[src/rtl/conv_tap_mult_pipe_pkg.sv]
// Shared constants and width helpers for the convolution tap-multiply stage.
package conv_tap_mult_pipe_pkg;

  localparam int TAPS_DEF   = 9;
  localparam int DATA_W_DEF = 8;
  localparam int COEF_W_DEF = 8;
  localparam int LAT_DEF    = 2;

  function automatic int prod_w(input int data_w, input int coef_w);
    return data_w + coef_w;
  endfunction

  // A single-tap kernel still needs a 1-bit index port.
  function automatic int idx_w(input int taps);
    return (taps > 1) ? $clog2(taps) : 1;
  endfunction

endpackage

[src/rtl/conv_tap_mult_pipe_if.sv]
// Stream and coefficient-bank signals between window-gather, this stage and the adder tree.
interface conv_tap_mult_pipe_if
  import conv_tap_mult_pipe_pkg::*;
#(
  parameter int TAPS   = TAPS_DEF,
  parameter int DATA_W = DATA_W_DEF,
  parameter int COEF_W = COEF_W_DEF
);
  localparam int PROD_W = prod_w(DATA_W, COEF_W);
  localparam int IDX_W  = idx_w(TAPS);

  logic                     in_valid;
  logic                     in_ready;
  logic [TAPS*DATA_W-1:0]   pix_in;
  logic                     signed_mode;
  logic                     coef_wr_en;
  logic [IDX_W-1:0]         coef_wr_idx;
  logic [COEF_W-1:0]        coef_wr_data;
  logic                     coef_swap;
  logic                     out_valid;
  logic                     out_ready;
  logic [TAPS*PROD_W-1:0]   prod_out;
  logic [TAPS*COEF_W-1:0]   coef_out;

  modport master (
    output in_valid, pix_in, signed_mode, coef_wr_en, coef_wr_idx, coef_wr_data,
           coef_swap, out_ready,
    input  in_ready, out_valid, prod_out, coef_out
  );

  modport slave (
    input  in_valid, pix_in, signed_mode, coef_wr_en, coef_wr_idx, coef_wr_data,
           coef_swap, out_ready,
    output in_ready, out_valid, prod_out, coef_out
  );

endinterface

[src/rtl/conv_tap_mult_pipe_tap.sv]
// One tap: multiply at acceptance, then carry product and coefficient through LAT stages.
module conv_tap_mult_pipe_tap
  import conv_tap_mult_pipe_pkg::*;
#(
  parameter int DATA_W = DATA_W_DEF,
  parameter int COEF_W = COEF_W_DEF,
  parameter int LAT    = LAT_DEF,
  localparam int PROD_W = prod_w(DATA_W, COEF_W)
) (
  input  logic              clk,
  input  logic              rst,
  input  logic              adv,
  input  logic              signed_mode,
  input  logic [DATA_W-1:0] pix_i,
  input  logic [COEF_W-1:0] coef_i,
  output logic [PROD_W-1:0] prod_o,
  output logic [COEF_W-1:0] coef_o
);

  logic [PROD_W-1:0]            pix_ext_s;
  logic [PROD_W-1:0]            coef_ext_s;
  logic [PROD_W-1:0]            mult_s;
  logic [LAT-1:0][PROD_W-1:0]   prod_q, prod_d;
  logic [LAT-1:0][COEF_W-1:0]   coef_q, coef_d;

  // Extending both operands to PROD_W makes the truncated product exact for either mode.
  always_comb begin
    pix_ext_s  = {{COEF_W{signed_mode & pix_i[DATA_W-1]}}, pix_i};
    coef_ext_s = {{DATA_W{signed_mode & coef_i[COEF_W-1]}}, coef_i};
    mult_s     = pix_ext_s * coef_ext_s;
  end

  always_comb begin
    prod_d = prod_q;
    coef_d = coef_q;
    if (adv) begin
      prod_d[0] = mult_s;
      coef_d[0] = coef_i;
      for (int s = 1; s < LAT; s++) begin
        prod_d[s] = prod_q[s-1];
        coef_d[s] = coef_q[s-1];
      end
    end else begin
      prod_d = prod_q;
      coef_d = coef_q;
    end
  end

  always_ff @(posedge clk or posedge rst) begin
    if (rst) begin
      prod_q <= '0;
      coef_q <= '0;
    end else begin
      prod_q <= prod_d;
      coef_q <= coef_d;
    end
  end

  assign prod_o = prod_q[LAT-1];
  assign coef_o = coef_q[LAT-1];

endmodule

[src/rtl/conv_tap_mult_pipe.sv]
// Per-tap multiply stage: double-buffered coefficient bank, valid chain and stall control.
module conv_tap_mult_pipe
  import conv_tap_mult_pipe_pkg::*;
#(
  parameter int TAPS   = TAPS_DEF,
  parameter int DATA_W = DATA_W_DEF,
  parameter int COEF_W = COEF_W_DEF,
  parameter int LAT    = LAT_DEF
) (
  input  logic                clk,
  input  logic                rst,
  conv_tap_mult_pipe_if.slave bus
);

  localparam int PROD_W = prod_w(DATA_W, COEF_W);

  logic                          adv_s;
  logic                          accept_s;
  logic [LAT-1:0]                valid_q, valid_d;
  logic [TAPS-1:0][COEF_W-1:0]   shadow_q, shadow_d;
  logic [TAPS-1:0][COEF_W-1:0]   active_q, active_d;
  logic [TAPS-1:0][PROD_W-1:0]   prod_s;
  logic [TAPS-1:0][COEF_W-1:0]   coef_s;

  assign adv_s         = ~valid_q[LAT-1] | bus.out_ready;
  assign accept_s      = bus.in_valid & adv_s & ~rst;
  assign bus.in_ready  = adv_s & ~rst;
  assign bus.out_valid = valid_q[LAT-1];
  assign bus.prod_out  = prod_s;
  assign bus.coef_out  = coef_s;

  // A swap commits shadow_d, so a write in the same cycle is part of the new bank.
  always_comb begin
    shadow_d = shadow_q;
    if (bus.coef_wr_en && (32'(bus.coef_wr_idx) < TAPS)) begin
      shadow_d[bus.coef_wr_idx] = bus.coef_wr_data;
    end else begin
      shadow_d = shadow_q;
    end
    if (bus.coef_swap) begin
      active_d = shadow_d;
    end else begin
      active_d = active_q;
    end
  end

  always_comb begin
    valid_d = valid_q;
    if (adv_s) begin
      valid_d[0] = accept_s;
      for (int s = 1; s < LAT; s++) begin
        valid_d[s] = valid_q[s-1];
      end
    end else begin
      valid_d = valid_q;
    end
  end

  always_ff @(posedge clk or posedge rst) begin
    if (rst) begin
      valid_q  <= '0;
      shadow_q <= '0;
      active_q <= '0;
    end else begin
      valid_q  <= valid_d;
      shadow_q <= shadow_d;
      active_q <= active_d;
    end
  end

  // Each tap reads active_q before this edge's swap lands, so an accepted sample keeps the old bank.
  for (genvar i = 0; i < TAPS; i++) begin : g_tap
    conv_tap_mult_pipe_tap #(
      .DATA_W (DATA_W),
      .COEF_W (COEF_W),
      .LAT    (LAT)
    ) u_tap (
      .clk         (clk),
      .rst         (rst),
      .adv         (adv_s),
      .signed_mode (bus.signed_mode),
      .pix_i       (bus.pix_in[i*DATA_W +: DATA_W]),
      .coef_i      (active_q[i]),
      .prod_o      (prod_s[i]),
      .coef_o      (coef_s[i])
    );
  end

endmodule

[src/flat_wrapper.sv]
// flat-port wrapper written by rule: the top's interface ports become plain ports
module conv_tap_mult_pipe_flat import conv_tap_mult_pipe_pkg::*;
#(
  parameter int TAPS   = TAPS_DEF,
  parameter int DATA_W = DATA_W_DEF,
  parameter int COEF_W = COEF_W_DEF,
  parameter int LAT    = LAT_DEF
)
  (clk, rst, bus_in_valid, bus_pix_in, bus_signed_mode, bus_coef_wr_en, bus_coef_wr_idx, bus_coef_wr_data, bus_coef_swap, bus_out_ready, bus_in_ready, bus_out_valid, bus_prod_out, bus_coef_out);
  conv_tap_mult_pipe_if #(.TAPS(TAPS), .DATA_W(DATA_W), .COEF_W(COEF_W)) bus_i ();
  input  logic clk;
  input  logic rst;
  input wire logic [$bits(bus_i.in_valid)-1:0] bus_in_valid;
  input wire logic [$bits(bus_i.pix_in)-1:0] bus_pix_in;
  input wire logic [$bits(bus_i.signed_mode)-1:0] bus_signed_mode;
  input wire logic [$bits(bus_i.coef_wr_en)-1:0] bus_coef_wr_en;
  input wire logic [$bits(bus_i.coef_wr_idx)-1:0] bus_coef_wr_idx;
  input wire logic [$bits(bus_i.coef_wr_data)-1:0] bus_coef_wr_data;
  input wire logic [$bits(bus_i.coef_swap)-1:0] bus_coef_swap;
  input wire logic [$bits(bus_i.out_ready)-1:0] bus_out_ready;
  output wire logic [$bits(bus_i.in_ready)-1:0] bus_in_ready;
  output wire logic [$bits(bus_i.out_valid)-1:0] bus_out_valid;
  output wire logic [$bits(bus_i.prod_out)-1:0] bus_prod_out;
  output wire logic [$bits(bus_i.coef_out)-1:0] bus_coef_out;
  assign bus_i.in_valid = bus_in_valid;
  assign bus_i.pix_in = bus_pix_in;
  assign bus_i.signed_mode = bus_signed_mode;
  assign bus_i.coef_wr_en = bus_coef_wr_en;
  assign bus_i.coef_wr_idx = bus_coef_wr_idx;
  assign bus_i.coef_wr_data = bus_coef_wr_data;
  assign bus_i.coef_swap = bus_coef_swap;
  assign bus_i.out_ready = bus_out_ready;
  assign bus_in_ready = bus_i.in_ready;
  assign bus_out_valid = bus_i.out_valid;
  assign bus_prod_out = bus_i.prod_out;
  assign bus_coef_out = bus_i.coef_out;
  conv_tap_mult_pipe #(.TAPS(TAPS), .DATA_W(DATA_W), .COEF_W(COEF_W), .LAT(LAT)) u_core (.clk(clk), .rst(rst), .bus(bus_i));
endmodule
[config.mk]
export PLATFORM = sky130hd
export DESIGN_NAME = conv_tap_mult_pipe_flat
export DESIGN_NICKNAME = d
export VERILOG_FILES = /design/src/rtl/conv_tap_mult_pipe_pkg.sv /design/src/rtl/conv_tap_mult_pipe_if.sv /design/src/rtl/conv_tap_mult_pipe_tap.sv /design/src/rtl/conv_tap_mult_pipe.sv /design/src/flat_wrapper.sv
export SDC_FILE = /design/constraint.sdc
export NUM_CORES = 2
export LEC_CHECK = 0
export BUFFER_PORTS_ARGS = -buffer_cell sky130_fd_sc_hd__buf_2
export CAP_MARGIN = 5
export CORE_UTILIZATION = 45
export CTS_BUF_LIST = sky130_fd_sc_hd__clkbuf_8
export CTS_CLUSTER_SIZE = 20
export DETAILED_ROUTE_END_ITERATION = 10
export HOLD_SLACK_MARGIN = 0.15
export SYNTH_ARGS = -nofsm -noshare
export SYNTH_HDL_FRONTEND = slang
export SYNTH_HIERARCHICAL = 1
export SYNTH_SLANG_ARGS = --single-unit
[constraint.sdc]
create_clock -name clk -period 14.9 [get_ports clk]
set_input_delay 3.725 -clock clk [delete_from_list [all_inputs] [get_ports clk]]
set_output_delay 3.725 -clock clk [all_outputs]
set_load 0.02 [all_outputs]
==> Word-level counts from Yosys, hierarchy flattened <==
Index checks and enable logic that the tools add are counted.
{ "word_totals": {"reg_bits": 578, "romBits": 0, "elab_cells": 97, "output_inout_bits": 218, "latch_bits": 0, "n_memories": 0, "inputBits": 91, "ram_bits": 0} }
{ "op_classes": {"multipliers": 9, "div_mod_pow": 0, "n_reduce_logical": 2, "n_shift": 0, "n_eq_ne": 0, "addsub": 0, "n_bitwise": 24, "order_cmp": 3, "muxes": 4} }
{ "ops": {"columns": ["op", "n"], "rows": [
  ["9-bit by 9-bit multiplier with 16-bit output", 9],
  ["72-bit bitwise mux", 1],
  ["72-bit 2-to-1 mux", 1],
  ["8-bit demux with 4-bit select", 1],
  ["1-bit AND", 21],
  ["8-bit 2-to-1 mux", 1],
  ["4-bit by 5-bit < comparator with 1-bit output (second input constant)", 1],
  ["4-bit by 1-bit greater-or-equal comparator with 1-bit output (second input constant)", 1],
  ["4-bit < comparator (second input constant)", 1],
  ["1-bit logical AND", 2],
  ["1-bit inverter", 2],
  ["1-bit bitwise OR", 1]
]} }

==> Logic depth before layout (Yosys ltp) <==
{ "logic_depth": {"word_depth": 6, "depth_mapped": 19, "depth_no_buf": 18} }

==> Modules after synthesis <==
The synthesis kept the hierarchy.
{ "by_module_without_submodules": {"columns": ["module", "area_each_um2", "instances", "cells_per_inst", "seq_area_each_um2"], "rows": [
  ["conv_tap_mult_pipe_tap at u_core.g_tap[3].u_tap ...", 4765.8, 6, 458, 1201.2],
  ["conv_tap_mult_pipe_tap at u_core.g_tap[0].u_tap ...", 4755.8, 2, 457, 1201.2],
  ["conv_tap_mult_pipe", 5823.1, 1, 579, 3653.5],
  ["conv_tap_mult_pipe_tap at u_core.g_tap[2].u_tap", 4769.6, 1, 461, 1201.2]
]} }

==> Least setup slack after synthesis <==
Ideal clock, no wire load.
{ "synth_timing": {"kind": "input-to-output", "from": "in rst", "to": "out bus_in_ready", "t_required_ns": 11.175, "n_path_buf": 0, "arrival_time_ns": 7.283, "slack_ns": 3.892, "path_stages": 2, "cell_sequence": "inv_1 > and2_1"} }
{ "synth_via": {"elab_chain_cells": 2} }
{ "synth_rtl": {"columns": ["item", "line_no", "rtl"], "rows": [
  ["from (decl)", "flat_wrapper.sv:12", "input logic rst;"],
  ["1-bit inverter", "conv_tap_mult_pipe.sv:27", "assign bus.in_ready = adv_s & ~rst;"],
  ["1-bit AND", "conv_tap_mult_pipe.sv:27", null],
  ["to (decl)", "flat_wrapper.sv:21", "output wire logic [$bits(bus_i.in_ready)-1:0] bus_in_ready;"]
]} }
Every way passes these cells.

==> Worst setup path in the final report <==
Same ends and word-level chain as after synthesis.

==> results by group <==
Die
  – Die ar.: about 110000 um2
  – Chip Width: 331 um
  – Initial Util: 0.454
  – DIE HEIGHT: 331 um
  – Num rows: 120
  – Core box area: about 110000 um2
  – IO Count: approximately 310

Worst hold path
  – HP Class: reg2reg
  – Cells on Worst Hold Path: 1

STA
  – Peak Freq: 0.112 GHz
  – Final Hold Viols: 0
  – Fin. max-slew vios: 0
  – Rel. slew slack: 0.270
  – Fin crit period: a little under 9 ns
  – Setup Skew: 0.0386 ns
  – Setup TNS: 0 ns
  – Slew of the pin with the lowest slew margin: 1.09 ns
  – Worst setup margin: approximately 6.0 ns
  – Setup violators final: 0
  – RSZ-0062 raised after global routing: false
  – Tcrit/Tclk final: 0.597

Final layout
  – FILL cells: 10097
  – Total Nets Final: about 5700
  – Finished Core Util: 0.483
  – Multi-input gate area in the final layout: 28400 um2
  – Post-route cell area: 51700 um2
  – Layout area overhead: 6.25%
  – Layout cells sized above 1: 0.202
  – Final non-filler cell total: 6192
  – Register area: 14500 um2

Place
  – Placed cell areas: ~50000 um2
  – Global placer's final weighted congestion: approximately 0.83
  – Placed Instances: 6000
  – DP HPWL: around 75000 um
  – Number of port buffers: roughly 300
  – Post-place setup slack: approximately 5.5 ns

Logic synthesis
  – Async set-reset flop share out of synthesis: 1.00
  – Most frequent cells after synthesis: 856 x inv_1, 578 x dfrtp_1, 567 x fa_1, 427 x nand2_1, 389 x mux2_2
  – FF+latch count, synth: 578
  – Cell Area, Synth: approximately 49000 um2
  – Simple-gate share of the synthesized area: 0.108
  – Largest family of logic cells by synthesized area: adder cells
  – Synth warnings: 6
  – Prevailing post-synth register cell: dfrtp_1
  – Post-Syn Instances: about 4700
  – Most frequent cell after synthesis: inv_1
  – Post-synthesis compound-gate area fraction: 0.0485
  – Syn nets: between 5000 and 6000
  – Cell taking the most area after synthesis: dfrtp_1
  – Top post-synthesis cells by area: dfrtp_1 30%, fa_1 23%, mux2_2 9.0%, ha_1 7.6%, inv_1 6.6%
  – Post-synthesis adder-cell area fraction: 0.309
  – Multiplexer share of the synthesized area: 0.0927
  – Yosys top cell area share: 0.297
  – Sequential area share after synthesis: 0.297
  – Synth Area in XOR/XNOR: 0.0246
  – Mean Syn Cell Area: slightly above 10 um2
  – Number of synthesized flops with an enable pin: 0
  – Yosys cell types: 53

Clocking
  – Hold-fix buffers at CTS: 0
  – Num CTS Buffers: approximately 100
  – Longest Clk Path Bufs: 3
  – Root Driver: clkbuf_8
  – Gates resized, CTS repair: 0
  – TritonCTS clock tree: done
  – Clock transition time at the flip-flop clock pins of the worst setup and hold paths: 0.06 ns
  – TritonCTS Sinks: roughly 580
  – Setup repair bufs after CTS: 0
  – Worst skew pair latency: around 0.8 ns
  – Htree depth: 3

Drt
  – Wire length on met3: approximately 4600 um
  – # DRC: 0
  – Met1 WL: approximately 46000 um
  – Detail Route Antenna Nets: 0
  – Avg WL per Cell: between 15 and 20 um
  – Vias/cell: just under 5
  – DR WL met2: between 40000 and 50000 um
  – Routed WL: between 100000 and 150000 um
  – Iteration-0 DRC Markers: roughly 1200
  – Top sig layer: met5
  – Drt pass-1 iters: 5
  – Vias: approximately 31000

Critical path
  – Worst path arrival time: just over 5 ns
  – Critical setup path kind: in2out
  – Worst Path Required: around 11 ns
  – Crit path launch type: primary input
  – FF-to-FF path depth: 17
  – Worst Path Max Fanout: between 80 and 90
  – Worst setup EP type: output port
  – Reg2reg setup slack: between 9 and 10 ns

Pwr
  – Pleak: approximately 26 nW
  – Internal: between 0.006 and 0.007 W
  – Switching Fraction: 0.429
  – Pwr per Cell Area: roughly 220 nW/um2
  – Clock power frac: 0.138
  – Register share of total power: 0.219
  – Peak supply drop: about 0.00016 V
  – Combinational Power Share: 0.642
  – NetSw: around 0.0049 W

GRT
  – GRT Total Usage: 0.192
  – Grt ovf: 0
  – Vias in the first global route: about 32000
  – Initial antenna violation count: 15
  – First-pass GRT wire length: roughly 170000 um
  – Largest net degree at the start of global routing: 85

Outcome
  – Status: finished, final reports clean

Flow run
  – Max Cap Viol: 0
==> critical path, cell delays in order <==
cell	delay [ns]
buf_2	0.57
inv_6	0.40
and2_1	0.28
buf_2	0.15
==> power by group through the flow <==
stage	logic, W	clock network (W)	registers, W
4_1_cts	0.00750	0.00166	0.00253
5_1_grt	0.00846	0.00171	0.00260
6_report	0.00737	0.00159	0.00252
3_5_place_dp	0.00743	0	0.00255
2_1_floorplan	0.00633	0	0.00237
3_3_place_gp	0.00734	0	0.00254
==> final cells by class <==
cell class,count,area share
multi-input combinational,2843,0.550
sequential,578,0.280
inverter,856,0.0622
clock buffer,132,0.0351
tap,1403,0.0339
timing repair buffer,320,0.0316
clock inverter,55,0.00779
antenna,5,0.000242
==> metal layers <==
| layer | up-vias | GRT usage |
|---|---|---|
| met5 | - | 0 |
| met4 | 16 | 0.0496 |
| li1 | 14404 | - |
| met1 | 15596 | 0.259 |
| met2 | 516 | 0.317 |
| met3 | 141 | 0.0379 |
==> cells in the final DEF (no fill, tap or decap), types with 137 or more instances in the layout <==
cell     instances
inv_1          875
dfrtp_1        578
ha_1           297
xnor2_1        137
mux2_2         389
fa_1           567
nand2_1        427
buf_2          307
and2_1         277
nor2_1         156
==> path summary, 6_finish.rpt <==
| kind | from | endpoint |
|---|---|---|
| min reg2reg | u_core/valid_q[0]$_DFFE_PP0P_ | u_core/valid_q[1]$_DFFE_PP0P_ |
| min | u_core/valid_q[0]$_DFFE_PP0P_ | u_core/valid_q[1]$_DFFE_PP0P_ |
| min in group asynchronous | rst | u_core/valid_q[1]$_DFFE_PP0P_ |
| max in group asynchronous | rst | u_core/active_q[32]$_DFFE_PP0P_ |
| max reg2reg | u_core/active_q[7]$_DFFE_PP0P_ | u_core/g_tap[0].u_tap/prod_q[15]$_DFFE_PP0P_ |
| max | rst | bus_in_ready |
==> cell families after synthesis <==
family | count (synthesis)
buffers and inverters | 1281
AND/OR/NAND/NOR | 1083
adder cells (fa/ha/maj) | 864
flip-flops | 578
multiplexers | 398
AO/OA/AOI/OAI | 361
XOR/XNOR | 137
==> sequential cells by signal (all words and copies together) (netlist names) <==
register                   count
u_core/g_tap.u_tap/prod_o    144
u_core/g_tap.u_tap/prod_q    144
u_core/active_q               72
u_core/g_tap.u_tap/coef_o     72
u_core/g_tap.u_tap/coef_q     72
u_core/shadow_q               72
u_core/valid_q                 2
==> per-stage QoR <==
step                hold slack [ns]  total power, W
floorplan                     0.435         0.00870
global placement              0.444         0.00987
detailed placement            0.465         0.00999
CTS                           0.452          0.0117
global route                  0.482          0.0128
finish                        0.451          0.0115
No activity file was read; power rests on OpenSTA's default activity.
